--- src/rtl/pico_io_pkg.sv ---
// pico_io_ctrl shared types: FSM state encoding and operand width.
// Optional debounce is selected with PICO_IO_DEBOUNCE_EN.
package pico_io_pkg;

    localparam int IO_DATA_W = 8;

    typedef enum logic [1:0] {
        IDLE = 2'd0,
        HELD = 2'd1,
        DONE = 2'd2
    } io_state_t;

endpackage

--- src/rtl/sync_debounce.sv ---
// Handshake switch synchroniser with optional debounce filter.
// Debounce counter is built only when PICO_IO_DEBOUNCE_EN is defined.
module sync_debounce #(
    parameter int DEBOUNCE_CYCLES = 4
) (
    input  logic clk,
    input  logic n_reset,
    input  logic hs_raw,
    output logic hs_clean,
    output logic rise,
    output logic fall
);

    logic r_meta;
    logic r_sync;

    always_ff @(posedge clk or negedge n_reset) begin
        if (!n_reset) begin
            r_meta <= 1'b0;
            r_sync <= 1'b0;
        end else begin
            r_meta <= hs_raw;
            r_sync <= r_meta;
        end
    end

`ifdef PICO_IO_DEBOUNCE_EN
    localparam int CW = $clog2(DEBOUNCE_CYCLES + 1);
    localparam logic [CW-1:0] DB_MAX = CW'(DEBOUNCE_CYCLES);

    logic [CW-1:0] r_cnt;
    logic [CW-1:0] w_cnt_nxt;
    logic          r_clean;
    logic          r_rise;
    logic          r_fall;

    assign w_cnt_nxt = r_cnt + 1'b1;

    // Count consecutive samples that disagree with the accepted level
    always_ff @(posedge clk or negedge n_reset) begin
        if (!n_reset) begin
            r_cnt   <= '0;
            r_clean <= 1'b0;
            r_rise  <= 1'b0;
            r_fall  <= 1'b0;
        end else begin
            r_rise <= 1'b0;
            r_fall <= 1'b0;
            if (r_sync == r_clean) begin
                r_cnt <= '0;
            end else if (w_cnt_nxt == DB_MAX) begin
                r_cnt   <= '0;
                r_clean <= r_sync;
                r_rise  <= r_sync;
                r_fall  <= ~r_sync;
            end else begin
                r_cnt <= w_cnt_nxt;
            end
        end
    end

    assign hs_clean = r_clean;
    assign rise     = r_rise;
    assign fall     = r_fall;
`else
    logic r_clean;

    always_ff @(posedge clk or negedge n_reset) begin
        if (!n_reset) begin
            r_clean <= 1'b0;
        end else begin
            r_clean <= r_sync;
        end
    end

    assign hs_clean = r_clean;
    assign rise     = r_sync & ~r_clean;
    assign fall     = ~r_sync & r_clean;
`endif

endmodule

--- src/rtl/pico_io_ctrl.sv ---
// Handshake sequencer and operand latch between DE0 switches and pico_mips.
// Build option: PICO_IO_DEBOUNCE_EN enables the handshake debounce filter.
module pico_io_ctrl
    import pico_io_pkg::*;
#(
    parameter int DEBOUNCE_CYCLES = 4,
    parameter int CNT_W           = 4
) (
    input  logic                 clk,
    input  logic                 n_reset,
    input  logic                 hs_raw,
    input  logic [IO_DATA_W-1:0] data_raw,
    output logic                 io_handshake,
    output logic [IO_DATA_W-1:0] in_bus,
    output logic                 op_done,
    output logic [CNT_W-1:0]     op_count,
    output logic                 busy
);

    io_state_t            r_state;
    io_state_t            w_state_nxt;
    logic                 w_capture;
    logic                 w_hs_clean;
    logic                 w_rise;
    logic                 w_fall;
    logic [IO_DATA_W-1:0] r_dmeta;
    logic [IO_DATA_W-1:0] r_dsync;
    logic [IO_DATA_W-1:0] r_bus;
    logic [CNT_W-1:0]     r_count;

    sync_debounce #(
        .DEBOUNCE_CYCLES(DEBOUNCE_CYCLES)
    ) u_sync_debounce (
        .clk     (clk),
        .n_reset (n_reset),
        .hs_raw  (hs_raw),
        .hs_clean(w_hs_clean),
        .rise    (w_rise),
        .fall    (w_fall)
    );

    always_ff @(posedge clk or negedge n_reset) begin
        if (!n_reset) begin
            r_dmeta <= '0;
            r_dsync <= '0;
        end else begin
            r_dmeta <= data_raw;
            r_dsync <= r_dmeta;
        end
    end

    always_comb begin
        w_state_nxt = r_state;
        w_capture   = 1'b0;
        unique case (r_state)
            IDLE: begin
                if (w_rise) begin
                    w_state_nxt = HELD;
                    w_capture   = 1'b1;
                end
            end
            HELD: begin
                if (w_fall) begin
                    w_state_nxt = DONE;
                end
            end
            DONE:    w_state_nxt = IDLE;
            default: w_state_nxt = IDLE;
        endcase
    end

    // Operand is latched on the same edge that raises the handshake
    always_ff @(posedge clk or negedge n_reset) begin
        if (!n_reset) begin
            r_state <= IDLE;
            r_bus   <= '0;
            r_count <= '0;
        end else begin
            r_state <= w_state_nxt;
            if (w_capture) begin
                r_bus <= r_dsync;
            end
            if (r_state == DONE) begin
                r_count <= r_count + 1'b1;
            end
        end
    end

    assign io_handshake = (r_state == HELD);
    assign in_bus       = r_bus;
    assign op_done      = (r_state == DONE);
    assign op_count     = r_count;
    assign busy         = (r_state != IDLE);

endmodule

--- config.mk ---
export PLATFORM = sky130hd
export DESIGN_NAME = pico_io_ctrl
export DESIGN_NICKNAME = d
export VERILOG_FILES = /design/src/rtl/pico_io_pkg.sv /design/src/rtl/sync_debounce.sv /design/src/rtl/pico_io_ctrl.sv
export SDC_FILE = /design/constraint.sdc
export NUM_CORES = 1
export LEC_CHECK = 0
export ABC_AREA = 0
export CORE_MARGIN = 2
export CORE_UTILIZATION = 42
export DETAILED_ROUTE_END_ITERATION = 12
export GPL_ROUTABILITY_DRIVEN = 0
export PLACE_DENSITY_LB_ADDON = 0.1
export SLEW_MARGIN = 20
export SYNTH_ARGS = -nofsm -noshare
export SYNTH_HDL_FRONTEND = slang
export SYNTH_SLANG_ARGS = --single-unit
--- constraint.sdc ---
create_clock -name clk -period 1.4 [get_ports clk]
set_input_delay 0.35 -clock clk [delete_from_list [all_inputs] [get_ports clk]]
set_output_delay 0.35 -clock clk [all_outputs]
set_load 0.02 [all_outputs]
# == Yosys cells after proc, flatten, opt, wreduce, memory -nomap -nowiden ==
# Cells that the tools add are included.
# classes
muxes,5
reduce_logical,3
addsub,1
eq_ne,4
bitwise,4
# op_table
op,n
$add 4x1->4 const B,1
$mux 2,2
$ne 2x1->1 const B,2
$pmux 2 s2,1
$and 1x1->1,2
$eq 2x1->1 const B,1
$eq 2x2->1 const B,1
$logic_not 2->1,1
$mux 1,2
$not 1->1,2
$reduce_and 2->1,1
$reduce_bool 2->1,1
# totals
inputBits,11
out_inout_bits,15
reg_bits,33
elab_cells,25

# == Depth between registers and ports, before layout ==
# depth
ltp_word,4
depth_mapped,4
mapped_depth_nobuf,3

# == Hierarchy ==
# From an unflattened synthesis, not the netlist that was laid out.
# hier_totals
cells_unflattened,59
area_unflattened_um2,1058.5
# by_module_without_submodules
module,seq_area_each_um2,area_each_um2,instances,cells_per_inst
pico_io_ctrl,750.7,968.4,1,54
sync_debounce,75.1,90.1,1,5

# == Worst setup path before layout ==
# No wires, ideal clock.
# synth_path
kind,register to register
from,register r_state[1]
to,"register r_bus[0], in the netlist in_bus[0]"
arrival_time_ps,1381
setup_time_ps,125
stages_incl_launch_ff,4
synth_period_minus_slack_ps,1506
t_required_ps,1275
n_path_buf,0
slack_ps,-106
cell_sequence,dfrtp_1 > or2_4 > nor3b_4 > mux2_2
# synth_via
elab_chain_cells,2
# synth_lines
element,line,rtl
from (decl),pico_io_ctrl.sv:20,io_state_t r_state;
from (signal assigned),pico_io_ctrl.sv:79,r_state <= w_state_nxt;
$logic_not 2->1,pico_io_ctrl.sv:55,unique case (r_state)
$mux 1,pico_io_ctrl.sv:55,
to (signal assigned),pico_io_ctrl.sv:81,r_bus <= r_dsync;
to (decl),pico_io_ctrl.sv:28,logic [IO_DATA_W-1:0] r_bus;
# Every way passes these cells.
# A chain may end at the register's enable or synchronous reset.

# == Final worst setup path ==
# layout_path
from,register r_state[1]
to,output port busy
# layout_via
elab_chain_cells,1
# layout_lines
element,line,rtl
$reduce_bool 2->1,pico_io_ctrl.sv:93,assign busy = (r_state != IDLE);
to (decl),pico_io_ctrl.sv:17,output logic busy
# Every way passes these cells.

==> run metrics <==
worst min path class=flip-flop to flip-flop; Critical R2R Launch=r_state[1]$_DFFE_PN0P_; share of the synthesized area in the top cell type=0.789; initial antenna violation count=0; layout cells sized above 1=0.368; die area=2910 um^2; syn_nets=70; global-route wire length before repair=2640 um; Antenna Nets Post-Route=0; GRT Util Overall=0.143; Max Slew Vio Count=0; Hold Crit Start=r_dmeta[2]$_DFF_PN0_; Final Cell Area=1440 um^2; Longest Clk Path Bufs=2; Initial Util=0.434; Hold Fails Final Rpt=0; WHS Endpoint=r_dsync[2]$_DFF_PN0_; port bufs=25; Site Rows=18; max cap viols=0; DR vias=576; pwr/cell area=1630 nW/um^2; DRC errors left=0; Post-Syn Area=1050 um^2; Arr. time, crit path=1.13 ns; RSZ-0062 raised after global routing=true; Cells after Synth=58; Ys Warns=0; Avg Cell Area, Syn=18.0 um^2; max_slew headroom=0.866; largest area contributor in the netlist=dfrtp_1; r2r setup slk=-0.07 ns; clk root buf=clkbuf_4; worst-margin pin slew=0.202 ns; R2R depth=4; post-layout util=0.598; Post-DP Area=1390 um^2; H-tree depth=2; P_leak=0.678 nW; number of distinct library cells after synthesis=16; achievable frequency=674 MHz; Hold Path Depth=0; Wirelength per Cell=12.6 um; filler cell count=193; startpoint type of the worst setup path=flip-flop; # IOs=26; Worst-Skew Late Latency=0.32 ns; violated checks=setup timing; largest net degree at the start of global routing=34; skew final=0.00534 ns; diode count=0; fin nets=107; status=finished with violations; Core Area=2410 um^2; DR iter-0 viols=2; Area growth syn-to-layout=37.7%; Critical Path RT=1.05 ns; Sink Count=33; TritonCTS buffer count=5; post-synthesis register bit count=33; synth top area cells=dfrtp_1, mux2_2, nor3b_4; register area share after synthesis=0.789; Tmin final=1.48 ns; DRT Pass-1 Iters=3; peak supply drop=1120 uV; Detail Placement HPWL=1030 um; number of global-route vias before repair=594; Crit. End Element=output port; setup_tns=-0.608 ns; Chip Width=53.9 um; via/cell ratio=4.61; R2R Path End=in_bus[4]$_DFFE_PN0P_; CTS tree=done; Setup-failing EPs final=11; Final WS setup=-0.0838 ns; Die H=53.9 um; CP Max Fanout=4; clock-pin transition on the worst setup and hold timing paths=0.09 ns; drt total wl=1580 um; grt total ovfl=0; Final period util=1.06; crit path kind=flip-flop to output port
==> timing repair <==
item	4_1_cts	5_1_grt
buffers inserted	1	0
endpoints found under the setup margin	23	23
hold buffers	0	0
gates resized for setup	43	16
cloned	0	0
pin swaps	2	2
==> synthesized netlist by cell type <==
cell / count
nand4_1: 1
xor2_1: 1
mux2_2: 9
ha_1: 1
inv_1: 1
dfrtp_1: 33
nor3b_4: 1
or2_4: 1
nor3b_1: 1
and2b_1: 1
clkbuf_1: 1
xnor2_1: 2
nand2_1: 2
o21ai_0: 1
nor2b_1: 1
a21oi_1: 1
==> metrics by stage <==
stage | worst slack [ns] | power, mW | cells | hold WS, ns
finish | -0.0838 | 2.34 | 125 | 0.360
global route | -0.147 | 2.48 | 125 | 0.368
CTS | -0.116 | 2.42 | 125 | 0.358
detailed placement | -0.139 | 1.91 | 117 | 0.337
global placement | -0.141 | 1.89 | 117 | 0.332
floorplan | -0.0880 | 1.51 | 58 | 0.0544
==> cells by family (layout without fill, tap and decap cells) <==
logic type / after synthesis / in the layout / synth area share
adder cells (fa/ha/maj): 1 / 1 / 0.0120
XOR/XNOR: 3 / 3 / 0.0251
AO/OA/AOI/OAI: 2 / 2 / 0.00956
multiplexers: 9 / 9 / 0.0969
flip-flops: 33 / 33 / 0.789
buffers and inverters: 2 / 39 / 0.00717
AND/OR/NAND/NOR: 8 / 8 / 0.0598
==> critical path: stages (launching register included) <==
cell	delay (ns)
dfrtp_1	0.41
or2_4	0.27
buf_6	0.13
==> layout make-up <==
type	instances	area, um^2	share of cell area
Multi-Input combinational cell	23	243	0.169
Timing Repair Buffer	31	275	0.191
Clock buffer	7	55.1	0.0382
Inverter	1	3.75	0.00261
Tap cell	30	37.5	0.0261
Sequential cell	33	826	0.573
==> flip-flops by register name, indices dropped and copies added, names as in the netlist <==
register / cells
u_sync_debounce.hs_clean: 1
u_sync_debounce.r_meta: 1
r_dmeta: 8
u_sync_debounce.r_sync: 1
op_count: 4
r_state: 2
in_bus: 8
r_dsync: 8
==> worst max path at each step <==
stage                                       from                    end  slack, ns  cells past startpoint
after CTS                 r_state[0]$_DFFE_PN0P_                   busy      -0.12                      2
after detailed placement  r_state[0]$_DFFE_PN0P_                op_done      -0.14                      2
after global routing      r_state[1]$_DFFE_PN0P_                   busy      -0.15                      2
final                     r_state[1]$_DFFE_PN0P_                   busy      -0.08                      2
after global placement    r_state[0]$_DFFE_PN0P_                op_done      -0.14                      2
after floorplan           r_state[1]$_DFFE_PN0P_  in_bus[0]$_DFFE_PN0P_      -0.09                      3
==> where the power goes <==
| part | total (mW) | internal [mW] | switching, mW | leakage [nW] |
|---|---|---|---|---|
| registers | 1.19 | 1.10 | 0.0843 | 0.392 |
| clock network | 0.517 | 0.237 | 0.280 | 0.0314 |
| logic | 0.638 | 0.325 | 0.313 | 0.255 |
| total | 2.34 | 1.66 | 0.678 | 0.678 |
==> layout by cell type, fill, tap and decap left out, types with 2 or more instances in the layout <==
master | synthesis | routed
buf_6 | 0 | 2
xnor2_1 | 2 | 2
clkdlybuf4s50_1 | 0 | 10
clkbuf_4 | 0 | 5
mux2_4 | 0 | 8
dfrtp_1 | 33 | 33
nand2_1 | 2 | 2
buf_12 | 0 | 2
clkbuf_2 | 0 | 8
clkdlybuf4s15_1 | 0 | 3
buf_4 | 0 | 5
==> routing by layer <==
layer | up-vias | share of wire | track usage
met3 | 7 | 0.099 | 0.0861
li1 | 264 | - | -
met1 | 283 | 0.42 | 0.153
met2 | 22 | 0.45 | 0.205
met4 | 0 | 0.030 | 0.103
met5 | - | 0 | 0
(Power assumes the default switching activity.)
